==> config.mk <==
export PLATFORM = sky130hd
export DESIGN_NAME = dual_issue_decoder_flat
export DESIGN_NICKNAME = d
export VERILOG_FILES = /design/src/rtl/spu_decode_pkg.sv /design/src/rtl/dual_issue_decoder_if.sv /design/src/rtl/inst_field_decode.sv /design/src/rtl/dual_issue_decoder.sv /design/src/flat_wrapper.sv
export SDC_FILE = /design/constraint.sdc
export NUM_CORES = 1
export LEC_CHECK = 0
export ABC_AREA = 1
export BUFFER_PORTS_ARGS = -buffer_cell sky130_fd_sc_hd__buf_4
export CORE_MARGIN = 3
export CORE_UTILIZATION = 55
export DETAILED_ROUTE_END_ITERATION = 16
export PLACE_DENSITY = 0.81
export SYNTH_ARGS = -nofsm -noshare
export SYNTH_HDL_FRONTEND = slang
export SYNTH_SLANG_ARGS = --single-unit
==> constraint.sdc <==
create_clock -name clk -period 2.3 [get_ports clk]
set_input_delay 0.345 -clock clk [delete_from_list [all_inputs] [get_ports clk]]
set_output_delay 0.345 -clock clk [all_outputs]
set_load 0.02 [all_outputs]
==> src/rtl/spu_decode_pkg.sv <==
// rtl/spu_decode_pkg.sv - shared constants, field offsets and state type for the SPU dual-issue decoder
// Purpose : opcode constants, empty-slot word, field positions and the RUN/SPLIT state enum.
// Ports   : none (package).
package spu_decode_pkg;

  localparam int ADDR_W_DEF    = 7;
  localparam int INST_W_DEF    = 32;
  localparam int OP_W_DEF      = 6;
  localparam int IMM_W_DEF     = 10;
  localparam int OP_MUL        = 20;
  localparam int MUL_STALL_DEF = 1;

  // Busy counter width covers mulStall values 1..7.
  localparam int BUSY_W = 3;

  // An all-ones word marks an empty slot.
  localparam logic [INST_W_DEF-1:0] NOP_WORD = '1;

  // Field positions in units of the register address width; the immediate
  // starts where rb starts.
  localparam int RD_FIELD  = 0;
  localparam int RA_FIELD  = 1;
  localparam int RB_FIELD  = 2;
  localparam int IMM_FIELD = 2;

  // Decoder instance indices: two incoming slots and the hold register.
  localparam logic [1:0] SRC_SLOT0 = 2'd0;
  localparam logic [1:0] SRC_SLOT1 = 2'd1;
  localparam logic [1:0] SRC_HOLD  = 2'd2;

  typedef enum logic {
    RUN   = 1'b0,
    SPLIT = 1'b1
  } state_e;

endpackage

==> src/rtl/dual_issue_decoder_if.sv <==
// rtl/dual_issue_decoder_if.sv - fetch-side handshake and per-pipe issue bus of the dual-issue decoder
// Purpose : groups the instruction-pair handshake and the even/odd issue outputs.
// Ports   : master = fetch/consumer side (drives stallIn, instValid, instIn);
//           slave  = decoder (drives instReady and all issue outputs).
interface dual_issue_decoder_if
  import spu_decode_pkg::*;
#(
  parameter int addrWidth = ADDR_W_DEF,
  parameter int instWidth = INST_W_DEF,
  parameter int opWidth   = OP_W_DEF,
  parameter int immWidth  = IMM_W_DEF
);
  logic                   stallIn;
  logic                   instValid;
  logic [2*instWidth-1:0] instIn;
  logic                   instReady;

  logic                   validEven,   validOdd;
  logic [opWidth-1:0]     opOutEven,   opOutOdd;
  logic [addrWidth-1:0]   raEven,      raOdd;
  logic [addrWidth-1:0]   rbEven,      rbOdd;
  logic [addrWidth-1:0]   rdEven,      rdOdd;
  logic [immWidth-1:0]    immeNumEven, immeNumOdd;
  logic                   immeSelEven, immeSelOdd;

  modport master (
    output stallIn, instValid, instIn,
    input  instReady,
    input  validEven, opOutEven, raEven, rbEven, rdEven, immeNumEven, immeSelEven,
    input  validOdd,  opOutOdd,  raOdd,  rbOdd,  rdOdd,  immeNumOdd,  immeSelOdd
  );

  modport slave (
    input  stallIn, instValid, instIn,
    output instReady,
    output validEven, opOutEven, raEven, rbEven, rdEven, immeNumEven, immeSelEven,
    output validOdd,  opOutOdd,  raOdd,  rbOdd,  rdOdd,  immeNumOdd,  immeSelOdd
  );

endinterface

==> src/rtl/inst_field_decode.sv <==
// rtl/inst_field_decode.sv - combinational single-slot field extraction and pipe select
// Purpose : splits one instruction word into opcode, register fields and immediate.
// Ports   : inst_i word in; valid_o (slot not empty), odd_o (odd pipe), op_o, ra_o,
//           rb_o, rd_o, imm_o (zero for non-immediate ops), imm_sel_o.
module inst_field_decode
  import spu_decode_pkg::*;
#(
  parameter int addrWidth = ADDR_W_DEF,
  parameter int instWidth = INST_W_DEF,
  parameter int opWidth   = OP_W_DEF,
  parameter int immWidth  = IMM_W_DEF
) (
  input  logic [instWidth-1:0] inst_i,
  output logic                 valid_o,
  output logic                 odd_o,
  output logic [opWidth-1:0]   op_o,
  output logic [addrWidth-1:0] ra_o,
  output logic [addrWidth-1:0] rb_o,
  output logic [addrWidth-1:0] rd_o,
  output logic [immWidth-1:0]  imm_o,
  output logic                 imm_sel_o
);

  assign op_o      = inst_i[instWidth-1 -: opWidth];
  assign valid_o   = ~&inst_i;
  assign odd_o     = op_o[0];
  assign imm_sel_o = op_o[1];
  assign rd_o      = inst_i[RD_FIELD*addrWidth +: addrWidth];
  assign ra_o      = inst_i[RA_FIELD*addrWidth +: addrWidth];
  assign rb_o      = inst_i[RB_FIELD*addrWidth +: addrWidth];
  assign imm_o     = imm_sel_o ? inst_i[IMM_FIELD*addrWidth +: immWidth] : '0;

endmodule

==> src/rtl/dual_issue_decoder.sv <==
// rtl/dual_issue_decoder.sv - dual-issue decode/issue stage routing a slot pair to the even/odd pipes
// Purpose : accepts an instruction pair, issues each slot to its pipe by opcode parity,
//           splits same-pipe pairs over two cycles and tracks even-pipe busy cycles.
// Ports   : clk, reset (async, active-low); bus (slave modport): stallIn, instValid,
//           instIn, instReady, and per-pipe valid/op/ra/rb/rd/immeNum/immeSel.
// Config  : STRUCT_HAZARD_EN enables the even-pipe busy counter for mulOp.
module dual_issue_decoder
  import spu_decode_pkg::*;
#(
  parameter int addrWidth = ADDR_W_DEF,
  parameter int instWidth = INST_W_DEF,
  parameter int opWidth   = OP_W_DEF,
  parameter int immWidth  = IMM_W_DEF,
  parameter int mulOp     = OP_MUL,
  parameter int mulStall  = MUL_STALL_DEF
) (
  input logic                 clk,
  input logic                 reset,
  dual_issue_decoder_if.slave bus
);

  state_e               state_q, state_d;
  logic [instWidth-1:0] hold_q, hold_d;
  logic [BUSY_W-1:0]    busy_q;

  logic [instWidth-1:0] dec_in    [3];
  logic                 dec_valid [3];
  logic                 dec_odd   [3];
  logic [opWidth-1:0]   dec_op    [3];
  logic [addrWidth-1:0] dec_ra    [3];
  logic [addrWidth-1:0] dec_rb    [3];
  logic [addrWidth-1:0] dec_rd    [3];
  logic [immWidth-1:0]  dec_imm   [3];
  logic                 dec_sel   [3];

  assign dec_in[SRC_SLOT0] = bus.instIn[instWidth-1:0];
  assign dec_in[SRC_SLOT1] = bus.instIn[2*instWidth-1:instWidth];
  assign dec_in[SRC_HOLD]  = hold_q;

  for (genvar g = 0; g < 3; g++) begin : g_dec
    inst_field_decode #(
      .addrWidth(addrWidth), .instWidth(instWidth),
      .opWidth(opWidth),     .immWidth(immWidth)
    ) u_dec (
      .inst_i   (dec_in[g]),
      .valid_o  (dec_valid[g]),
      .odd_o    (dec_odd[g]),
      .op_o     (dec_op[g]),
      .ra_o     (dec_ra[g]),
      .rb_o     (dec_rb[g]),
      .rd_o     (dec_rd[g]),
      .imm_o    (dec_imm[g]),
      .imm_sel_o(dec_sel[g])
    );
  end

  logic accept;
  assign bus.instReady = ~bus.stallIn & (state_q == RUN) & (busy_q == '0);
  assign accept        = bus.instValid & bus.instReady;

  logic       even_go, odd_go;
  logic [1:0] even_src, odd_src;

  always_comb begin
    state_d  = state_q;
    hold_d   = hold_q;
    even_go  = 1'b0;
    odd_go   = 1'b0;
    even_src = SRC_SLOT0;
    odd_src  = SRC_SLOT0;
    if (!bus.stallIn) begin
      if (state_q == RUN) begin
        if (accept) begin
          if (dec_odd[SRC_SLOT0]) begin
            if (dec_valid[SRC_SLOT0]) begin odd_go = 1'b1; odd_src = SRC_SLOT0; end
          end else if (dec_valid[SRC_SLOT0]) begin
            even_go = 1'b1; even_src = SRC_SLOT0;
          end
          if (dec_valid[SRC_SLOT0] && dec_valid[SRC_SLOT1] &&
              (dec_odd[SRC_SLOT0] == dec_odd[SRC_SLOT1])) begin
            // Same-pipe pair: the younger slot waits one cycle in the hold register.
            hold_d  = dec_in[SRC_SLOT1];
            state_d = SPLIT;
          end else if (dec_valid[SRC_SLOT1]) begin
            if (dec_odd[SRC_SLOT1]) begin odd_go = 1'b1; odd_src = SRC_SLOT1; end
            else begin even_go = 1'b1; even_src = SRC_SLOT1; end
          end
        end
      end else if (!dec_valid[SRC_HOLD] || dec_odd[SRC_HOLD] || (busy_q == '0)) begin
        // Held even slot waits for the multi-cycle op to drain; odd never waits.
        state_d = RUN;
        hold_d  = '1;
        if (dec_valid[SRC_HOLD]) begin
          if (dec_odd[SRC_HOLD]) begin odd_go = 1'b1; odd_src = SRC_HOLD; end
          else begin even_go = 1'b1; even_src = SRC_HOLD; end
        end
      end
    end
  end

`ifdef STRUCT_HAZARD_EN
  logic [BUSY_W-1:0] busy_d;

  always_comb begin
    busy_d = busy_q;
    if (even_go && (dec_op[even_src] == opWidth'(mulOp))) busy_d = BUSY_W'(mulStall);
    else if (busy_q != '0) busy_d = busy_q - BUSY_W'(1);
  end

  always_ff @(posedge clk or negedge reset) begin
    if (!reset) busy_q <= '0;
    else if (!bus.stallIn) busy_q <= busy_d;
  end
`else
  assign busy_q = '0;
`endif

  logic                 valid_even_q, valid_odd_q;
  logic [opWidth-1:0]   op_even_q,    op_odd_q;
  logic [addrWidth-1:0] ra_even_q,    ra_odd_q;
  logic [addrWidth-1:0] rb_even_q,    rb_odd_q;
  logic [addrWidth-1:0] rd_even_q,    rd_odd_q;
  logic [immWidth-1:0]  imm_even_q,   imm_odd_q;
  logic                 sel_even_q,   sel_odd_q;

  always_ff @(posedge clk or negedge reset) begin
    if (!reset) begin
      state_q      <= RUN;
      hold_q       <= '1;
      valid_even_q <= 1'b0; op_even_q <= '0; ra_even_q <= '0; rb_even_q <= '0;
      rd_even_q    <= '0;   imm_even_q <= '0; sel_even_q <= 1'b0;
      valid_odd_q  <= 1'b0; op_odd_q  <= '0; ra_odd_q  <= '0; rb_odd_q  <= '0;
      rd_odd_q     <= '0;   imm_odd_q  <= '0; sel_odd_q  <= 1'b0;
    end else if (!bus.stallIn) begin
      state_q      <= state_d;
      hold_q       <= hold_d;
      valid_even_q <= even_go;
      valid_odd_q  <= odd_go;
      if (even_go) begin
        op_even_q  <= dec_op[even_src];  ra_even_q  <= dec_ra[even_src];
        rb_even_q  <= dec_rb[even_src];  rd_even_q  <= dec_rd[even_src];
        imm_even_q <= dec_imm[even_src]; sel_even_q <= dec_sel[even_src];
      end
      if (odd_go) begin
        op_odd_q  <= dec_op[odd_src];  ra_odd_q  <= dec_ra[odd_src];
        rb_odd_q  <= dec_rb[odd_src];  rd_odd_q  <= dec_rd[odd_src];
        imm_odd_q <= dec_imm[odd_src]; sel_odd_q <= dec_sel[odd_src];
      end
    end
  end

  assign bus.validEven   = valid_even_q;
  assign bus.opOutEven   = op_even_q;
  assign bus.raEven      = ra_even_q;
  assign bus.rbEven      = rb_even_q;
  assign bus.rdEven      = rd_even_q;
  assign bus.immeNumEven = imm_even_q;
  assign bus.immeSelEven = sel_even_q;
  assign bus.validOdd    = valid_odd_q;
  assign bus.opOutOdd    = op_odd_q;
  assign bus.raOdd       = ra_odd_q;
  assign bus.rbOdd       = rb_odd_q;
  assign bus.rdOdd       = rd_odd_q;
  assign bus.immeNumOdd  = imm_odd_q;
  assign bus.immeSelOdd  = sel_odd_q;

endmodule

==> src/flat_wrapper.sv <==
// flat-port wrapper written by rule: the top's interface ports become plain ports
module dual_issue_decoder_flat import spu_decode_pkg::*;
#(
  parameter int addrWidth = ADDR_W_DEF,
  parameter int instWidth = INST_W_DEF,
  parameter int opWidth   = OP_W_DEF,
  parameter int immWidth  = IMM_W_DEF,
  parameter int mulOp     = OP_MUL,
  parameter int mulStall  = MUL_STALL_DEF
)
  (clk, reset, bus_stallIn, bus_instValid, bus_instIn, bus_instReady, bus_validEven, bus_opOutEven, bus_raEven, bus_rbEven, bus_rdEven, bus_immeNumEven, bus_immeSelEven, bus_validOdd, bus_opOutOdd, bus_raOdd, bus_rbOdd, bus_rdOdd, bus_immeNumOdd, bus_immeSelOdd);
  dual_issue_decoder_if #(.addrWidth(addrWidth), .instWidth(instWidth), .opWidth(opWidth), .immWidth(immWidth)) bus_i ();
  input logic clk;
  input logic reset;
  input wire logic [$bits(bus_i.stallIn)-1:0] bus_stallIn;
  input wire logic [$bits(bus_i.instValid)-1:0] bus_instValid;
  input wire logic [$bits(bus_i.instIn)-1:0] bus_instIn;
  output wire logic [$bits(bus_i.instReady)-1:0] bus_instReady;
  output wire logic [$bits(bus_i.validEven)-1:0] bus_validEven;
  output wire logic [$bits(bus_i.opOutEven)-1:0] bus_opOutEven;
  output wire logic [$bits(bus_i.raEven)-1:0] bus_raEven;
  output wire logic [$bits(bus_i.rbEven)-1:0] bus_rbEven;
  output wire logic [$bits(bus_i.rdEven)-1:0] bus_rdEven;
  output wire logic [$bits(bus_i.immeNumEven)-1:0] bus_immeNumEven;
  output wire logic [$bits(bus_i.immeSelEven)-1:0] bus_immeSelEven;
  output wire logic [$bits(bus_i.validOdd)-1:0] bus_validOdd;
  output wire logic [$bits(bus_i.opOutOdd)-1:0] bus_opOutOdd;
  output wire logic [$bits(bus_i.raOdd)-1:0] bus_raOdd;
  output wire logic [$bits(bus_i.rbOdd)-1:0] bus_rbOdd;
  output wire logic [$bits(bus_i.rdOdd)-1:0] bus_rdOdd;
  output wire logic [$bits(bus_i.immeNumOdd)-1:0] bus_immeNumOdd;
  output wire logic [$bits(bus_i.immeSelOdd)-1:0] bus_immeSelOdd;
  assign bus_i.stallIn = bus_stallIn;
  assign bus_i.instValid = bus_instValid;
  assign bus_i.instIn = bus_instIn;
  assign bus_instReady = bus_i.instReady;
  assign bus_validEven = bus_i.validEven;
  assign bus_opOutEven = bus_i.opOutEven;
  assign bus_raEven = bus_i.raEven;
  assign bus_rbEven = bus_i.rbEven;
  assign bus_rdEven = bus_i.rdEven;
  assign bus_immeNumEven = bus_i.immeNumEven;
  assign bus_immeSelEven = bus_i.immeSelEven;
  assign bus_validOdd = bus_i.validOdd;
  assign bus_opOutOdd = bus_i.opOutOdd;
  assign bus_raOdd = bus_i.raOdd;
  assign bus_rbOdd = bus_i.rbOdd;
  assign bus_rdOdd = bus_i.rdOdd;
  assign bus_immeNumOdd = bus_i.immeNumOdd;
  assign bus_immeSelOdd = bus_i.immeSelOdd;
  dual_issue_decoder #(.addrWidth(addrWidth), .instWidth(instWidth), .opWidth(opWidth), .immWidth(immWidth), .mulOp(mulOp), .mulStall(mulStall)) u_core (.clk(clk), .reset(reset), .bus(bus_i));
endmodule
==> results of run 1 <==
-- stage by stage --
stage	hold slack (ns)	cells	cell area, um2
3_5_place_dp	0.356	1195	7700
3_3_place_gp	0.357	1195	7700
2_1_floorplan	0.0494	940	6490
4_1_cts	0.238	1212	7960
6_report	0.241	1212	7960
5_1_grt	0.247	1212	7960
-- critical path: cells and delay by family, from the launching register on --
kind,cells,cell delay [ns]
flops,1,0.57
compound gates,2,0.55
simple gates,2,0.50
buf+inv,1,0.28
-- power by group through the flow --
stage	Sequential, W	Clock [W]	Combinational (W)
6_report	0.00296	0.00143	0.00247
3_3_place_gp	0.00297	0	0.00242
4_1_cts	0.00295	0.00144	0.00247
5_1_grt	0.00303	0.00152	0.00269
2_1_floorplan	0.00336	0	0.000919
3_5_place_dp	0.00298	0	0.00246
-- cells in the final DEF, fill, tap and decap left out, drive strengths merged, types with 13 or more instances in the layout --
master and n:
clkbuf 13, dfstp 32, nand3 120, inv 96
nand2 240, buf 171, dfrtp 77, o21ai 72
a21oi 69, nor2 134
-- cells by family after synthesis --
group,share of synthesized area
AO/OA/AOI/OAI,0.139
flip-flops,0.427
AND/OR/NAND/NOR,0.333
buffers and inverters,0.101
-- path summary, 6_finish.rpt --
check / depth (start not counted) / to / start
worst max register to register: 5 / u_core.bus.opOutEven[4] / u_core.hold_q[26]
min in group asynchronous: 2 / u_core.bus.rbOdd[3] / reset
max in group asynchronous: 3 / u_core.hold_q[15] / reset
worst min-delay path: 3 / u_core.hold_q[24] / bus_instIn[56]
worst max-delay path: 5 / u_core.bus.opOutEven[4] / u_core.hold_q[26]
worst min register to register: 1 / u_core.bus.opOutOdd[0] / u_core.bus.opOutOdd[0]
-- synthesized netlist by cell type (all sizes together) --
| library cell | count | area share |
|---|---|---|
| nand2 | 240 | 0.14 |
| nor2 | 134 | 0.080 |
| nand3 | 120 | 0.095 |
| inv | 96 | 0.056 |
| dfrtp | 77 | 0.30 |
| o21ai | 72 | 0.056 |
| a21oi | 69 | 0.055 |
| dfstp | 32 | 0.13 |
| buf | 31 | 0.029 |
| clkbuf | 28 | 0.016 |
| nand4 | 12 | 0.013 |
| o21a | 10 | 0.012 |
| o211ai | 9 | 0.010 |
| o22ai | 7 | 0.0068 |
| nor3 | 2 | 0.0023 |
| or2 | 1 | 0.00097 |
-- state kept, by name (all words and copies together), names as in the netlist, 7 cells and up --
signal / count
u_core.bus.raEven: 7
u_core.hold_q: 32
u_core.bus.rbEven: 7
u_core.bus.rdEven: 7
u_core.bus.rbOdd: 7
u_core.bus.immeNumEven: 10
u_core.bus.immeNumOdd: 10
u_core.bus.rdOdd: 7
u_core.bus.raOdd: 7
-- area by class of cell --
type | instances | area, um2
clock buffer | 13 | 240
tap | 143 | 179
fill | 1021 | 3500
inverter | 96 | 360
multi-input combinational | 676 | 3070
timing repair buffer | 172 | 1330
sequential | 109 | 2770
clock inverter | 3 | 15.0
-- metal layers --
layer / share of wire / wire [um] / vias up / global-route usage
met1: 0.42 / 8670 / 3187 / 0.458
li1: - / - / 3270 / -
met5: 0 / 0 / - / 0
met2: 0.45 / 9330 / 420 / 0.482
met3: 0.11 / 2260 / 57 / 0.0581
met4: 0.029 / 602 / 0 / 0.123
==> metrics.yaml, run 1 <==
status: "completed"
cts-buffers-inserted: 9
power_switching_w: 0.00259
crit_type: "reg -> reg"
vias: 6934
grt_pass1_vias: 6436
grt_start_max_net_pins: 58
pre_cts_slack_ns: 0.282
hold_buffers: 1
fin_skew_ns: 0.00627
syn-cell-area_um2: 6490
dp_hpwl_mm: 14.2
fin_util: 0.694
core_area_um2: 11500
final.setup.tns_ns: 0
cts_sinks: 109
p_per_area_nw_per_um2: 862
pwr-share-clk: 0.208
num_antenna_cells: 0
path_cells: "nor3_2 -> inv_2 -> nand2_2 -> o21ai_0 -> o21ai_0"
hold_viol_final: 0
portBuffers: 146
finalMaxSlewViolations: 0
vdd.ir_drop.worst_mv: 0.565
post_synth.cell_area_avg_um2: 6.90
rsz0062_at_grt: "no"
path_common_cell: "o21ai_0"
tightest_slew_ns: 0.579
die_h_um: 115
post_cts_buffers: 0
area_growth_pct: 22.8
first_iter_violations: 745
setup_viol: 0
rows: 39
io_pins: 147
required_ns: 2.52
ys_seq_area_frac: 0.427
slew_headroom: 0.613
cts-resized-gates: 0
cts_root_buf: "clkbuf_16"
crit_fanout: 25
htree_levels: 3
p_seq_frac: 0.432
critPathCaptureType: "register"
ys_warn_count: 0
netSwitchingFraction: 0.377
cp.arrival_ns: 2.25
combPwrFrac: 0.360
finalWorstSetupSlack_ns: 0.266
num-nets-final: 1132
p_leak_nw: 4.15
die_w_um: 115
cts_tree: "done"
routabilityCongestion: 0.929
clk_pin_slew_ns: 0.07
cp-start-kind: "register"
start_util: 0.566
clk_latency_ns: 0.36
ant_nets: 0
drc: 0
slowest_stage: "dfstp_2"
ys_ff_latch: 109
syn_inst: 940
drt_first_pass_iters: 6
avgRoutedWirePerCell_um: 17.2
finalCriticalPeriod_ns: 2.03
layout-drive-gt1-share: 0.223
drv_cap: 0
antenna_found_initial: 0
via_per_inst: 5.72
finalCritPeriodShare: 0.884
grt_usage: 0.319
hp-class: "in -> reg"
synthesis.nets: 1008
clock.fmax_mhz: 492
critPathMaxStageDelay_ns: 0.57
synth_cell_types: 29
r2r_slack_ns: 0.27
p_int_w: 0.00428
totalPowerFinal_w: 0.00686
clockBufferDepth: 2
drt-total-wl_mm: 20.9
grt_overflow: 0
die_area_um2: 13100
grt_pass1_wl_mm: 33.0
No activity file was read; power rests on OpenSTA's default activity.
==> run 2, diff against run 1 <==
--- a/config.mk
+++ b/config.mk
@@ -7,6 +7,7 @@
 export LEC_CHECK = 0
 export ABC_AREA = 1
 export BUFFER_PORTS_ARGS = -buffer_cell sky130_fd_sc_hd__buf_4
+export CORE_ASPECT_RATIO = 1.75
 export CORE_MARGIN = 3
 export CORE_UTILIZATION = 55
 export DETAILED_ROUTE_END_ITERATION = 16
==> run 2 against run 1 <==
Effect of this change:
- wire length grew 3.2%
- worst setup slack gained 0.039 ns
- power grew 2.7%
- clock-buffer cell count shrank 3
- die area grew 0.39%
- design area grew 0.38%
- global-route usage grew 1.2 points
- clock power grew 13%
- register-to-register slack gained 0.04 ns
- sequential cell count is the same
- via count grew 2.1%
- critical path depth grew 6
==> metrics.yaml, run 2 (synthesized netlist as in run 1, its figures left out) <==
cp-start-kind: "register"
grt_pass1_wl_mm: 34.1
largest_reg_flops: 32
layout_commonest_cell: "nand2_1"
vdd.ir_drop.worst_mv: 0.566
grt_overflow: 0
die_h_um: 150
clock.fmax_mhz: 501
critPathCaptureType: "register"
r2r-start: "u_core.hold_q[17]"
pre_cts_slack_ns: 0.260
regMostFlops: "u_core.hold_q"
drc: 0
io_pins: 147
grt_start_max_net_pins: 110
grt_usage: 0.331
finalWorstSetupSlack_ns: 0.305
die_w_um: 88.1
p_per_area_nw_per_um2: 882
reg2regPathDepth: 11
start_util: 0.574
layout-drive-gt1-share: 0.228
routabilityCongestion: 0.914
finalCritPeriodShare: 0.868
drv_cap: 0
hold_viol_final: 0
rows: 51
post_cts_buffers: 0
hold_buffers: 0
drt-total-wl_mm: 21.5
core_area_um2: 11300
first_iter_violations: 796
r2r_slack_ns: 0.30
via_per_inst: 5.89
vias: 7080
fillers: 993
cts_sinks: 109
crit_fanout: 50
setup_viol: 0
grt_pass1_vias: 6843
die_area_um2: 13200
finalMaxSlewViolations: 0
r2r_end: "u_core.bus.immeNumOdd[0]"
num_antenna_cells: 0
rsz0062_at_grt: "no"
clk_pin_slew_ns: 0.08
clk_latency_ns: 0.36
status: "completed"
cts-resized-gates: 0
cp.arrival_ns: 2.27
final.setup.tns_ns: 0
clockBufferDepth: 2
tightest_slew_ns: 0.611
finalCriticalPeriod_ns: 2.00
cts-buffers-inserted: 9
ant_nets: 0
fin_skew_ns: 0.0150
drt_first_pass_iters: 7
required_ns: 2.57
htree_levels: 3
area_growth_pct: 23.2
slew_headroom: 0.592
p_leak_nw: 4.18
portBuffers: 146
crit_type: "reg -> reg"
num-nets-final: 1134
cts_tree: "done"
antenna_found_initial: 0
hp-class: "in -> async"
mostFrequentLayoutCells: "nand2_1, buf_4, nor2_1"
dp_hpwl_mm: 14.7
cts_root_buf: "clkbuf_16"
avgRoutedWirePerCell_um: 17.9
## run 2: cell count changes in the layout (fill, tap and decap cells not counted)
cell | previous run | this run
bufinv_16 | 0 | 1
clkinv_2 | 3 | 1
buf_12 | 3 | 2
dlygate4sd3_1 | 1 | 0
inv_6 | 0 | 2
clkbuf_1 | 4 | 1
buf_4 | 168 | 172
clkinv_4 | 0 | 2
## run 2: metrics by stage
step / instance area [um2] / total power, W / hold WS [ns] / utilization / instances
finish: 7990 / 0.00705 / 0.0167 / 0.708 / 1203
global route: 7990 / 0.00740 / 0.105 / 0.708 / 1203
CTS: 7990 / 0.00703 / 0.0972 / 0.708 / 1203
detailed placement: 7690 / 0.00545 / 0.457 / 0.681 / 1187
global placement: 7690 / 0.00539 / 0.452 / 0.681 / 1187
floorplan: 6490 / 0.00428 / 0.0494 / - / 940
## run 2: report_power, final
group | internal (W) | switching, W | total, W | leakage [nW]
Combinational | 0.00100 | 0.00147 | 0.00247 | 2.80
Clock | 0.000857 | 0.000756 | 0.00161 | 0.147
Sequential | 0.00254 | 0.000428 | 0.00296 | 1.24
## run 2: routing by layer
layer	routed length, um	part of all wire	track usage	vias up
met5	0	0	0	-
met4	1070	0.050	0.182	0
met1	7900	0.37	0.426	3254
met2	10500	0.49	0.533	450
met3	2030	0.094	0.0435	95
li1	-	-	-	3281
## run 2: area by class of cell
type                            count  area [um2]  share of cell area
Multi-Input combinational cell    676        3070               0.384
Clock inverter                      6        70.1             0.00877
Inverter                           96         360              0.0451
Sequential cell                   109        2770               0.346
Timing Repair Buffer              174        1330               0.167
Tap cell                          132         165              0.0207
Clock buffer                       10         229              0.0286
## run 2: critical path, stage by stage (launching register included)
cell and delay (ns):
dfstp_2 0.64, nand2_1 0.07, nor2_1 0.12, nand2_1 0.07, nor2_1 0.12, nand2_2 0.07, nand2_2 0.11, nand3_4 0.08
buf_4 0.30, nand2_1 0.13, inv_1 0.04, a21oi_1 0.14
## run 2: worst max path at each step
stage                      startpoint                       end  slack, ns
global route        u_core.hold_q[15]  u_core.bus.immeNumOdd[0]       0.17
global placement       bus_instIn[59]    u_core.bus.opOutOdd[0]       0.32
CTS                 u_core.hold_q[16]    u_core.bus.opOutOdd[0]       0.35
detailed placement     bus_instIn[59]    u_core.bus.opOutOdd[0]       0.26
floorplan              u_core.state_q    u_core.bus.opOutOdd[1]       0.57
finish              u_core.hold_q[17]  u_core.bus.immeNumOdd[0]       0.30
==> run 3, diff against run 2 <==
--- a/config.mk
+++ b/config.mk
@@ -9,9 +9,9 @@
 export BUFFER_PORTS_ARGS = -buffer_cell sky130_fd_sc_hd__buf_4
 export CORE_ASPECT_RATIO = 1.75
 export CORE_MARGIN = 3
-export CORE_UTILIZATION = 55
+export CORE_UTILIZATION = 50
 export DETAILED_ROUTE_END_ITERATION = 16
-export PLACE_DENSITY = 0.81
+export PLACE_DENSITY = 0.78
 export SYNTH_ARGS = -nofsm -noshare
 export SYNTH_HDL_FRONTEND = slang
 export SYNTH_SLANG_ARGS = --single-unit
==> constraint.sdc (replaced) <==
create_clock -name clk -period 1.6 [get_ports clk]
set_input_delay 0.24 -clock clk [delete_from_list [all_inputs] [get_ports clk]]
set_output_delay 0.24 -clock clk [all_outputs]
set_load 0.02 [all_outputs]
==> run 3 against run 2 <==
Effect of this change:
- the flow now finishes with violations (negative setup slack)
- via count rose by 15%
- register-to-register slack got worse by 0.63 ns
- hold slack improved by 0.11 ns
- die area rose by 9.4%
- power grew 61%
- clock skew is 0.0046 ns lower
- largest cell class unchanged
- highest routed layer unchanged
==> metrics.yaml, run 3 (synthesized netlist as in run 1, its figures left out) <==
via_per_inst: 5.93
die_w_um: 92.1
dp_hpwl_mm: 17.7
final.setup.tns_ns: -16.51
antenna_found_initial: 0
critPathCaptureType: "register"
whs_path_depth: 3
num_antenna_cells: 0
hp-class: "in -> reg"
rows: 54
status: "finished, violations left"
fin_util: 0.794
clockBufferDepth: 2
area_growth_pct: 53.9
rsz0062_at_grt: "yes"
first_iter_violations: 817
vias: 8148
regMostFlops: "u_core.hold_q"
drt-total-wl_mm: 27.7
violations: "negative setup slack"
routabilityCongestion: 0.945
die_area_um2: 14400
vdd.ir_drop.worst_mv: 0.669
grt_start_max_net_pins: 37
clk_pin_slew_ns: 0.08
die_h_um: 157
crit_fanout: 12
drv_cap: 0
clock.fmax_mhz: 519
setup_viol: 77
tightest_slew_ns: 0.578
htree_levels: 3
cts_root_buf: "clkbuf_16"
cp-start-kind: "register"
cts-buffers-inserted: 9
grt_overflow: 0
layout-drive-gt1-share: 0.448
avgRoutedWirePerCell_um: 20.1
path_common_cell: "nand2_2"
pre_cts_slack_ns: -0.233
mostFrequentLayoutCells: "buf_4, nand2_1, nand3_1"
finalWorstSetupSlack_ns: -0.325
path_cells: "nand2_2 -> nor2_1 -> nand2_1 -> nor2_2 -> nand2_2 -> nand2_4 -> buf_6 -> buf_8 -> nand3_1 -> a21oi_2"
layout_commonest_cell: "buf_4"
ant_nets: 0
portBuffers: 146
p_per_area_nw_per_um2: 1140
r2r_slack_ns: -0.33
start_util: 0.516
crit_type: "reg -> reg"
reg2regPathDepth: 10
cp.arrival_ns: 2.21
finalCriticalPeriod_ns: 1.93
cts_tree: "done"
p_leak_nw: 4.99
hold_viol_final: 0
core_area_um2: 12600
fillers: 854
cts_sinks: 109
num-nets-final: 1270
grt_pass1_vias: 7793
grt_usage: 0.349
fin_skew_ns: 0.0104
drt_first_pass_iters: 8
largest_reg_flops: 32
clk_latency_ns: 0.36
drc: 0
multiInputGateArea_um2: 3630
critPathMaxStageDelay_ns: 0.58
io_pins: 147
finalCritPeriodShare: 1.20
totalPowerFinal_w: 0.0114
required_ns: 1.88
grt_pass1_wl_mm: 39.0
slowest_stage: "dfstp_2"
finalMaxSlewViolations: 0
register_area_um2: 2770
slew_headroom: 0.615
[run 3: critical path, delay by kind of cell (launching register included)]
| kind | cells | cell delay (ns) |
|---|---|---|
| simple gates | 7 | 0.78 |
| buf+inv | 2 | 0.31 |
| flops | 1 | 0.58 |
| compound gates | 1 | 0.19 |
[run 3: final timing paths]
path,end,startpoint
worst max-delay path,u_core.bus.raOdd[1],u_core.hold_q[13]
worst min-delay path,u_core.hold_q[24],bus_instIn[56]
worst max register to register,u_core.bus.raOdd[1],u_core.hold_q[13]
worst min register to register,u_core.bus.opOutOdd[0],u_core.bus.opOutOdd[0]
max in group asynchronous,u_core.hold_q[2],reset
min in group asynchronous,u_core.bus.raOdd[1],reset
[run 3: stage by stage]
step | instances | hold slack (ns) | instance area [um2]
floorplan | 940 | -0.0556 | 6490
global placement | 1335 | 0.246 | 8710
global route | 1375 | 0.150 | 9980
CTS | 1358 | 0.133 | 9310
detailed placement | 1335 | 0.252 | 8710
finish | 1375 | 0.131 | 9980
[run 3: layer usage]
metal | GRT usage | share of wire
met3 | 0.0462 | 0.099
met2 | 0.607 | 0.48
met1 | 0.382 | 0.31
met4 | 0.268 | 0.10
met5 | 0 | 0
[run 3: where the power goes]
| group | internal [W] | switching (W) |
|---|---|---|
| Combinational | 0.00211 | 0.00276 |
| Sequential | 0.00364 | 0.000560 |
| Clock | 0.00122 | 0.00108 |
| Total | 0.00697 | 0.00440 |
[run 3: area by class of cell]
cell class,count,area share
multi-input combinational,677,0.364
sequential,109,0.277
timing repair buffer,309,0.272
inverter,96,0.0372
clock buffer,11,0.0233
tap,168,0.0211
clock inverter,5,0.00577
[run 3: timing repair]
action	4_1_cts	5_1_grt
gates cloned	1	8
setup buffers	5	9
endpoints found under the hold margin	14	0
pin swaps	9	38
setup endpoints to repair	86	107
resized for setup	101	154
hold buffers	1	0
